### src/rtl/sd_arbiter.sv
// rtl/sd_arbiter.sv - two-client arbiter for the mist_io SD block-access port
// One transaction at a time; buffer traffic is routed only to the granted client.
module sd_arbiter #(
  parameter int TO_BITS = 24
) (
  input  logic        i_clk_sys,
  input  logic        i_reset_n,
  input  logic [31:0] i_c0_lba,
  input  logic        i_c0_rd,
  input  logic        i_c0_wr,
  output logic        o_c0_ack,
  output logic        o_c0_done,
  output logic        o_c0_err,
  output logic        o_c0_buff_wr,
  input  logic [7:0]  i_c0_buff_din,
  input  logic [31:0] i_c1_lba,
  input  logic        i_c1_rd,
  input  logic        i_c1_wr,
  output logic        o_c1_ack,
  output logic        o_c1_done,
  output logic        o_c1_err,
  output logic        o_c1_buff_wr,
  input  logic [7:0]  i_c1_buff_din,
  output logic [31:0] o_sd_lba,
  output logic        o_sd_rd,
  output logic        o_sd_wr,
  input  logic        i_sd_ack,
  input  logic        i_sd_buff_wr,
  output logic [7:0]  o_sd_buff_din
);

  typedef enum logic [1:0] {
    S_IDLE = 2'd0,
    S_REQ  = 2'd1,
    S_BUSY = 2'd2
  } state_t;

  state_t              r_state;
  state_t              w_next;
  logic [1:0]          r_ack_sync;
  logic                r_grant;
  logic                r_last_grant;
  logic [31:0]         r_lba;
  logic                r_op_rd;
  logic                r_op_wr;
  logic [TO_BITS-1:0]  r_timer;
  logic                r_done0;
  logic                r_done1;
  logic                r_err0;
  logic                r_err1;

  logic                w_ack_s;
  logic                w_pend0;
  logic                w_pend1;
  logic                w_any;
  logic                w_pick;
  logic                w_pick_rd;
  logic                w_pick_wr;
  logic [31:0]         w_pick_lba;
  logic [TO_BITS-1:0]  w_timer_inc;
  logic                w_timeout;
  logic                w_active;

  // sd_ack comes from the SPI domain; only the second stage is ever used
  always_ff @(posedge i_clk_sys) begin
    if (!i_reset_n) r_ack_sync <= 2'b00;
    else            r_ack_sync <= {r_ack_sync[0], i_sd_ack};
  end

  assign w_ack_s     = r_ack_sync[1];
  assign w_pend0     = i_c0_rd | i_c0_wr;
  assign w_pend1     = i_c1_rd | i_c1_wr;
  assign w_any       = w_pend0 | w_pend1;
  assign w_pick      = (w_pend0 && w_pend1) ? ~r_last_grant : w_pend1;
  assign w_pick_rd   = w_pick ? i_c1_rd  : i_c0_rd;
  assign w_pick_wr   = w_pick ? i_c1_wr  : i_c0_wr;
  assign w_pick_lba  = w_pick ? i_c1_lba : i_c0_lba;
  assign w_timer_inc = r_timer + 1'b1;
  assign w_timeout   = (w_timer_inc == '1);
  assign w_active    = (r_state == S_REQ) || (r_state == S_BUSY);

  always_ff @(posedge i_clk_sys) begin
    if (!i_reset_n) r_state <= S_IDLE;
    else            r_state <= w_next;
  end

  always_comb begin
    w_next = r_state;
    case (r_state)
      S_IDLE: if (w_any) w_next = S_REQ;
      S_REQ: begin
        if (w_ack_s)        w_next = S_BUSY;
        else if (w_timeout) w_next = S_IDLE;
      end
      S_BUSY: if (!w_ack_s) w_next = S_IDLE;
      default: w_next = S_IDLE;
    endcase
  end

  // Transaction context and completion pulses, registered alongside the state
  always_ff @(posedge i_clk_sys) begin
    if (!i_reset_n) begin
      r_grant      <= 1'b0;
      r_last_grant <= 1'b1;
      r_lba        <= 32'd0;
      r_op_rd      <= 1'b0;
      r_op_wr      <= 1'b0;
      r_timer      <= '0;
      r_done0      <= 1'b0;
      r_done1      <= 1'b0;
      r_err0       <= 1'b0;
      r_err1       <= 1'b0;
    end else begin
      r_done0 <= 1'b0;
      r_done1 <= 1'b0;
      r_err0  <= 1'b0;
      r_err1  <= 1'b0;
      case (r_state)
        S_IDLE: begin
          if (w_any) begin
            r_grant <= w_pick;
            r_lba   <= w_pick_lba;
            r_op_rd <= w_pick_rd;
            r_op_wr <= w_pick_wr & ~w_pick_rd;
            r_timer <= '0;
          end
        end
        S_REQ: begin
          r_timer <= w_timer_inc;
          if (!w_ack_s && w_timeout) begin
            r_err0       <= ~r_grant;
            r_err1       <= r_grant;
            r_last_grant <= r_grant;
          end
        end
        S_BUSY: begin
          if (!w_ack_s) begin
            r_done0      <= ~r_grant;
            r_done1      <= r_grant;
            r_last_grant <= r_grant;
          end
        end
        default: ;
      endcase
    end
  end

  always_comb begin
    o_sd_rd      = (r_state == S_REQ) & r_op_rd;
    o_sd_wr      = (r_state == S_REQ) & r_op_wr;
    o_c0_ack     = w_active & ~r_grant & w_ack_s;
    o_c1_ack     = w_active &  r_grant & w_ack_s;
    o_c0_buff_wr = w_active & ~r_grant & i_sd_buff_wr;
    o_c1_buff_wr = w_active &  r_grant & i_sd_buff_wr;
  end

  assign o_sd_lba      = r_lba;
  assign o_sd_buff_din = r_grant ? i_c1_buff_din : i_c0_buff_din;
  assign o_c0_done     = r_done0;
  assign o_c1_done     = r_done1;
  assign o_c0_err      = r_err0;
  assign o_c1_err      = r_err1;

endmodule
### config.mk
export PLATFORM = sky130hd
export DESIGN_NAME = sd_arbiter
export DESIGN_NICKNAME = d
export VERILOG_FILES = /design/src/rtl/sd_arbiter.sv
export SDC_FILE = /design/constraint.sdc
export NUM_CORES = 1
export LEC_CHECK = 0
export ABC_CLOCK_PERIOD_IN_PS = 7200
export BUFFER_PORTS_ARGS = -buffer_cell sky130_fd_sc_hd__buf_2
export CAP_MARGIN = 25
export CORE_UTILIZATION = 46
export CTS_BUF_LIST = sky130_fd_sc_hd__clkbuf_8 sky130_fd_sc_hd__clkbuf_16
export DETAILED_ROUTE_END_ITERATION = 6
export PLACE_DENSITY_LB_ADDON = 0.05
export RECOVER_POWER = 25
export SYNTH_ARGS = -nofsm -noshare
export SYNTH_HDL_FRONTEND = slang
export SYNTH_SLANG_ARGS = --single-unit
### constraint.sdc
create_clock -name i_clk_sys -period 7.2 [get_ports i_clk_sys]
set_input_delay 1.08 -clock i_clk_sys [delete_from_list [all_inputs] [get_ports i_clk_sys]]
set_output_delay 1.08 -clock i_clk_sys [all_outputs]
set_load 0.01 [all_outputs]
==> results.md, run 1 <==
* Synth Cell Area at 3637 sq um
* Top cells by area, synth: dfxtp_1, o211a_1, mux2i_1
* Pwr dens at 252.5 nW/um^2
* Vias at 3488
* Register area at 1361 sq um
* Total wire length at 8824 um
* Setup CP Type: in2reg
* Clock tree buffer depth at 2
* Register area share after synthesis at 0.3743
* Sink Count at 68
* EDFF count, synth at 0
* Hold Fails Final Rpt at 0
* Reg power frac at 0.382
* Number of max-cap violations at 1
* Drt wl/cell at 13.43 um
* Worst-Margin Slew at 1.954 ns
* Top cell type by total area after synthesis: dfxtp_1
* Initial core utilization at 0.4731
* Reg clk slew, reported paths at 0.07 ns
* Min Tclk post-route at 3.219 ns
* Layout cells sized above 1 at 0.2595
* DRT Pass-1 Iters at 4
* Fillcell total at 750
* Worst Hold Depth at 1
* Avg Cell Area, Syn at 8.538 sq um
* Post-synth cell types at 46
* DRC viols at 0
* Crit path capture type: register
* Worst R2R End: r_state[1]
* Clock Latency Late Sink at 0.34 ns
* Vias in the first global route at 3302
* Hold Crit Start: r_ack_sync[0]
* Power Total at 1.167 mW
* GRT Residual Overflow at 0
* Area of the core at 7687 sq um
* Failing checks: max-capacitance violations, max-slew violations
* Chip height at 90.92 um
* Final ANT Viol Nets at 0
* Required time of the critical path at 7.47 ns
* RR Startpoint: r_timer[1]
* Largest net degree at the start of global routing at 61
* CTS Buf Count at 9
* Switching share of power at 0.3010
* Slew Limit Fails at 51
* Post-DR vias/cell at 5.309
* Post-CTS sizing at 0
* Hold Path End: r_ack_sync[1]
* CTS root buffer: clkbuf_8
* Number of buffers inserted by hold repair at cts at 0
* Initial DRC count at 153
* R2R depth at 8
* Power share of the clock group at 0.363
* Row Count at 32
* Synth Register Bits at 68
* I/O Pins at 138
* Die Area at 8266 sq um
* Status: complete, but fails checks
* Worst IR Drop VDD at 0.0001321 V
* Port bufs at 137
* Share of the synthesized area in the top cell type at 0.3743
* Area grow syn2layout at 27.14%
* HP Class: reg2reg
* Syn Inst Count at 426
* Area occupied by multi-input gates at 2143 sq um
* Critical Path AT at 3.49 ns
* Postcts setup bufs at 0
* Nets at 643
* R2r setup slk at 4.21 ns
* Sum Neg Setup Slack at 0 ns
* Unrepaired setup endpoints after global routing: no
* Initial antenna violation count at 0
* Leak at 2.379 nW
* Diode count at 0
* Combinational power share at 0.255
* Ys async rst share at 0
* Relative slew slack at -0.3028
* Routability-driven placement congestion ratio at 0.8460
* Period utilization at 0.4470
* Psw at 351.4 uW
* Setup Viol. Count Final at 0
* Synth Flop Type: dfxtp_1
* Yosys warnings at 0
* CTS HTree Levels at 3
* Die width at 90.92 um
* Final Util at 0.6016
* Fmax at 310.7 MHz
* Hpwl dp at 6316 um
* All-layer global routing usage at 0.2172
* Worst setup SP type: primary input
* Clock skew at 0.004160 ns
* Internal at 816.1 uW
* CTS tree: built
* First-pass GRT wire length at 14720 um
* Crit-path max FO at 50
* Post-Syn Nets at 519
==> cells by family (layout without fill, tap and decap cells) <==
| group | after synthesis | count (layout) | synth area share |
|---|---|---|---|
| buffers and inverters | 39 | 168 | 0.04162 |
| and+or+nand+nor | 173 | 173 | 0.2401 |
| muxes | 43 | 43 | 0.1214 |
| DFF | 68 | 68 | 0.3743 |
| AOI/OAI and AO/OA | 91 | 91 | 0.1885 |
| xor gates and xnor gates | 7 | 7 | 0.01686 |
| adders and majority gates | 5 | 5 | 0.01720 |
==> layer usage <==
metal  up-vias  track usage  wire (um)
li1       1774            -          -
met1      1604       0.2705       4055
met2        99       0.3630       4206
met3        11      0.04798        445
met4         0      0.08730        116
met5         -            0          0
==> cell usage in the layout (no fill, tap or decap), types with 2 or more instances in the layout <==
master     instances
or4_1              2
o211a_1           37
nand2_1           65
a22oi_1            2
clkbuf_1          27
clkbuf_8          10
nor3b_1            5
bufinv_16          4
a21boi_0           5
xnor2_1            4
nand4_1            7
and3_1             5
nor2b_1           12
and4_1             2
a31oi_1            3
nand4b_1           2
mux2i_1           34
nor2_1            18
inv_1             11
nand3_1           14
and2_1            10
ha_1               5
o21ai_0           20
nand2b_1           2
nor3_1            12
nor4_1             9
dfxtp_1           68
buf_2            111
o22ai_1            2
o211ai_1           2
mux2_2             9
xor2_1             3
buf_4              3
a21oi_1           14
==> critical path, cell delays in order <==
cell and delay, ns:
clkbuf_1 0.50, clkbuf_1 1.46, o21ai_0 0.24, a21oi_1 0.19
==> cells in the mapped netlist (2+ instances only) <==
cell,n
dfxtp_1,68
nand2_1,65
o211a_1,37
mux2i_1,34
clkbuf_1,25
o21ai_0,20
nor2_1,19
a21oi_1,14
nand3_1,14
nor2b_1,12
nor3_1,12
inv_1,11
and2_1,10
mux2_2,9
nor4_1,9
nand4_1,7
a21boi_0,5
and3_1,5
ha_1,5
nor3b_1,5
xnor2_1,4
a31oi_1,3
xor2_1,3
a22oi_1,2
and4_1,2
nand2b_1,2
nand4b_1,2
o211ai_1,2
o22ai_1,2
or4_1,2
==> sequential cells by signal (all words and copies together), names as in the netlist <==
name and count:
o_sd_lba 32, r_timer 24, r_ack_sync 2, r_state 2, o_c0_done 1, o_c0_err 1, o_c1_done 1, o_c1_err 1
r_grant 1, r_last_grant 1, r_op_rd 1, r_op_wr 1
==> final cells by class <==
class,instances,area share
Clock buffer,10,0.02976
Clock inverter,6,0.02895
Inverter,11,0.008929
Multi-Input combinational cell,319,0.4635
Sequential cell,68,0.2944
Tap cell,102,0.02760
Timing Repair Buffer,141,0.1469
==> worst max-delay path by stage <==
stage | cells after the start | end | start
final | 4 | r_op_rd | i_reset_n
after global routing | 4 | r_op_rd | i_reset_n
after CTS | 8 | r_timer[2] | i_c1_wr
after detailed placement | 8 | r_timer[2] | i_c1_wr
after global placement | 8 | r_timer[2] | i_c1_wr
after floorplan | 9 | r_state[1] | r_timer[1]
==> power by group through the flow <==
stage / combinational (mW) / sequential (mW) / clock [mW]
floorplan: 0.181 / 0.469 / 0
global placement: 0.300 / 0.451 / 0
detailed placement: 0.306 / 0.453 / 0
CTS: 0.308 / 0.446 / 0.432
global route: 0.333 / 0.453 / 0.447
finish: 0.298 / 0.446 / 0.423
==> metrics by stage <==
step | std cells | worst slack, ns | cell area, sq um | hold slack, ns
floorplan | 426 | 4.551 | 3637 | 0.4119
global placement | 640 | 3.767 | 4382 | 0.4158
detailed placement | 641 | 3.698 | 4402 | 0.4200
CTS | 657 | 4.035 | 4673 | 0.4375
global route | 657 | 3.537 | 4624 | 0.4563
finish | 657 | 3.981 | 4624 | 0.4369
(Power assumes the default switching activity.)
==> run 2: changes to the inputs <==
--- a/config.mk
+++ b/config.mk
@@ -5,10 +5,10 @@
 export SDC_FILE = /design/constraint.sdc
 export NUM_CORES = 1
 export LEC_CHECK = 0
-export ABC_CLOCK_PERIOD_IN_PS = 7200
+export ABC_CLOCK_PERIOD_IN_PS = 2600
 export BUFFER_PORTS_ARGS = -buffer_cell sky130_fd_sc_hd__buf_2
 export CAP_MARGIN = 25
-export CORE_UTILIZATION = 46
+export CORE_UTILIZATION = 45
 export CTS_BUF_LIST = sky130_fd_sc_hd__clkbuf_8 sky130_fd_sc_hd__clkbuf_16
 export DETAILED_ROUTE_END_ITERATION = 6
 export PLACE_DENSITY_LB_ADDON = 0.05
==> constraint.sdc (replaced) <==
create_clock -name i_clk_sys -period 2.6 [get_ports i_clk_sys]
set_input_delay 0.39 -clock i_clk_sys [delete_from_list [all_inputs] [get_ports i_clk_sys]]
set_output_delay 0.39 -clock i_clk_sys [all_outputs]
set_load 0.01 [all_outputs]
==> results.md, run 2 (synthesized netlist as in run 1, its figures left out) <==
* Total wire length at 9016 um (was 8824 um)
* Min Tclk post-route at 2.471 ns
* Setup CP Type: reg2reg (was in2reg)
* Register area at 1366 sq um (was 1361 sq um)
* Number of max-cap violations at 0 (was 1)
* Worst path cell trace: ha_4, and4_1, or4b_4, xor2_1, or4_4, nor3_4, o211ai_1, a31o_1 (was clkbuf_1, clkbuf_1, o21ai_0, a21oi_1)
* Commonest cells after routing, fill and taps aside: buf_2, nand2_1, dfxtp_1 (was buf_2, dfxtp_1, nand2_1)
* Die width at 91.91 um (was 90.92 um)
* Post-DR vias/cell at 5.345 (was 5.309)
* Sum Neg Setup Slack at 0 ns (unchanged)
* Setup Viol. Count Final at 0 (unchanged)
* Area of the core at 7767 sq um (was 7687 sq um)
* Unrepaired setup endpoints after global routing: no (unchanged)
* Final ANT Viol Nets at 0 (unchanged)
* Clock Latency Late Sink at 0.35 ns (was 0.34 ns)
* Worst-Margin Slew at 1.435 ns (was 1.954 ns)
* R2r setup slk at 0.13 ns (was 4.21 ns)
* CTS Buf Count at 9 (unchanged)
* Area grow syn2layout at 29.17% (was 27.14%)
* Clock tree buffer depth at 2 (unchanged)
* GRT Residual Overflow at 0 (unchanged)
* Largest net degree at the start of global routing at 66 (was 61)
* Period utilization at 0.9504
* I/O Pins at 138 (unchanged)
* Met3 Usage GRT at 0.06053 (was 0.04798)
* DRT Pass-1 Iters at 4 (unchanged)
* Slowest CP cell: or4b_4 (was clkbuf_1)
* Critical Path AT at 2.71 ns (was 3.49 ns)
* Hold Fails Final Rpt at 0 (unchanged)
* Worst setup SP type: register (was primary input)
* Initial DRC count at 125 (was 153)
* All-layer global routing usage at 0.2224 (was 0.2172)
* First-pass GRT wire length at 15220 um (was 14720 um)
* Crit path capture type: register (unchanged)
* Status: finished, final reports clean (was complete, but fails checks)
* CP max stage delay at 0.49 ns (was 1.46 ns)
* Met2 GRT Util at 0.3657 (was 0.3630)
* Post-CTS sizing at 0 (unchanged)
* Nets at 658 (was 643)
* Row Count at 32 (unchanged)
* Fillcell total at 734 (was 750)
* Clock skew at 0.008907 ns (was 0.004160 ns)
* Diode count at 0 (unchanged)
* Leak at 2.438 nW (was 2.379 nW)
* Worst IR Drop VDD at 0.0004499 V (was 0.0001321 V)
* Crit-path max FO at 4 (was 50)
* Die Area at 8447 sq um (was 8266 sq um)
* Initial core utilization at 0.4683 (was 0.4731)
* Cells after DPL at 656 (was 641)
* HP Class: in2reg (was reg2reg)
* Non-Filler Instances at 672 (was 657)
* CTS HTree Levels at 3 (unchanged)
* Largest register FFs at 32 (unchanged)
* Chip height at 91.91 um (was 90.92 um)
* Required time of the critical path at 2.84 ns (was 7.47 ns)
* Slew Limit Fails at 0 (was 51)
* Reg clk slew, reported paths at 0.07 ns (about the same)
* CTS root buffer: clkbuf_8 (unchanged)
* Met1 usage at 0.2853 (was 0.2705)
* Drt wl/cell at 13.42 um (was 13.43 um)
* Placed cell area at 4542 sq um (was 4402 sq um)
* Vias at 3592 (was 3488)
* Number of buffers inserted by hold repair at cts at 0 (unchanged)
* Routability-driven placement congestion ratio at 0.8361 (was 0.8460)
* GR peak layer: met2 (unchanged)
* DRC viols at 0 (unchanged)
* Pwr dens at 616.8 nW/um^2 (was 252.5 nW/um^2)
* Port bufs at 137 (unchanged)
* Fmax at 404.7 MHz
* Postcts setup bufs at 0 (unchanged)
* Finished Cell Area at 4698 sq um (was 4624 sq um)
* Hpwl dp at 6607 um (was 6316 um)
* Commonest non-fill, non-tap cell in the layout: buf_2 (unchanged)
* Sink Count at 68 (unchanged)
* CTS tree: built (unchanged)
* Relative slew slack at 0.04317 (was -0.3028)
* Initial antenna violation count at 0 (unchanged)
* Layout cells sized above 1 at 0.2912 (was 0.2595)
* Area occupied by multi-input gates at 2166 sq um (was 2143 sq um)
* Vias in the first global route at 3292 (was 3302)
==> run 2: power breakdown <==
part           total, mW  internal (mW)  leakage (nW)  switching [mW]
registers           1.24           1.17         0.560          0.0699
logic              0.870          0.364          1.79           0.506
clock network      0.792          0.370        0.0885           0.423
total               2.90           1.90          2.44           0.999
==> run 2: through the flow <==
step                      power (mW)  utilization  hold WS (ns)  setup WS (ns)
after CTS                      2.947       0.6074        0.2421        0.06767
after detailed placement       2.150       0.5847        0.4169        0.07990
final                          2.898       0.6049        0.2558         0.1291
after floorplan                1.803            -        0.4119        0.08591
after global placement         2.136       0.5847        0.4200         0.1118
after global routing           3.093       0.6049        0.2614        0.03479
==> run 2: path summary, 6_finish.rpt <==
check           startpoint             to  cells after the start
min               i_sd_ack  r_ack_sync[0]                      2
max             r_timer[1]     r_state[1]                      8
min reg2reg  r_ack_sync[0]  r_ack_sync[1]                      1
max reg2reg     r_timer[1]     r_state[1]                      8
==> run 2: worst max-delay path: cells and delay by family (launching register included) <==
| kind | cells | cell delay, ns |
|---|---|---|
| and+or+nand+nor | 4 | 1.27 |
| DFF | 1 | 0.38 |
| adders and majority gates | 1 | 0.14 |
| AOI/OAI and AO/OA | 2 | 0.40 |
| xor gates and xnor gates | 1 | 0.17 |
==> run 2: layout make-up <==
class	count	share of cell area
Tap cell	102	0.02716
Inverter	11	0.008788
Timing Repair Buffer	156	0.1747
Clock inverter	6	0.008256
Clock buffer	10	0.02929
Multi-Input combinational cell	319	0.4610
Sequential cell	68	0.2908
==> run 2: per-layer routing <==
layer	share of wire	routed length [um]	vias to the layer above
li1	-	-	1805
met1	0.45	4089	1685
met5	0	0	-
met3	0.052	465	8
met4	0.010	91	0
met2	0.48	4369	94
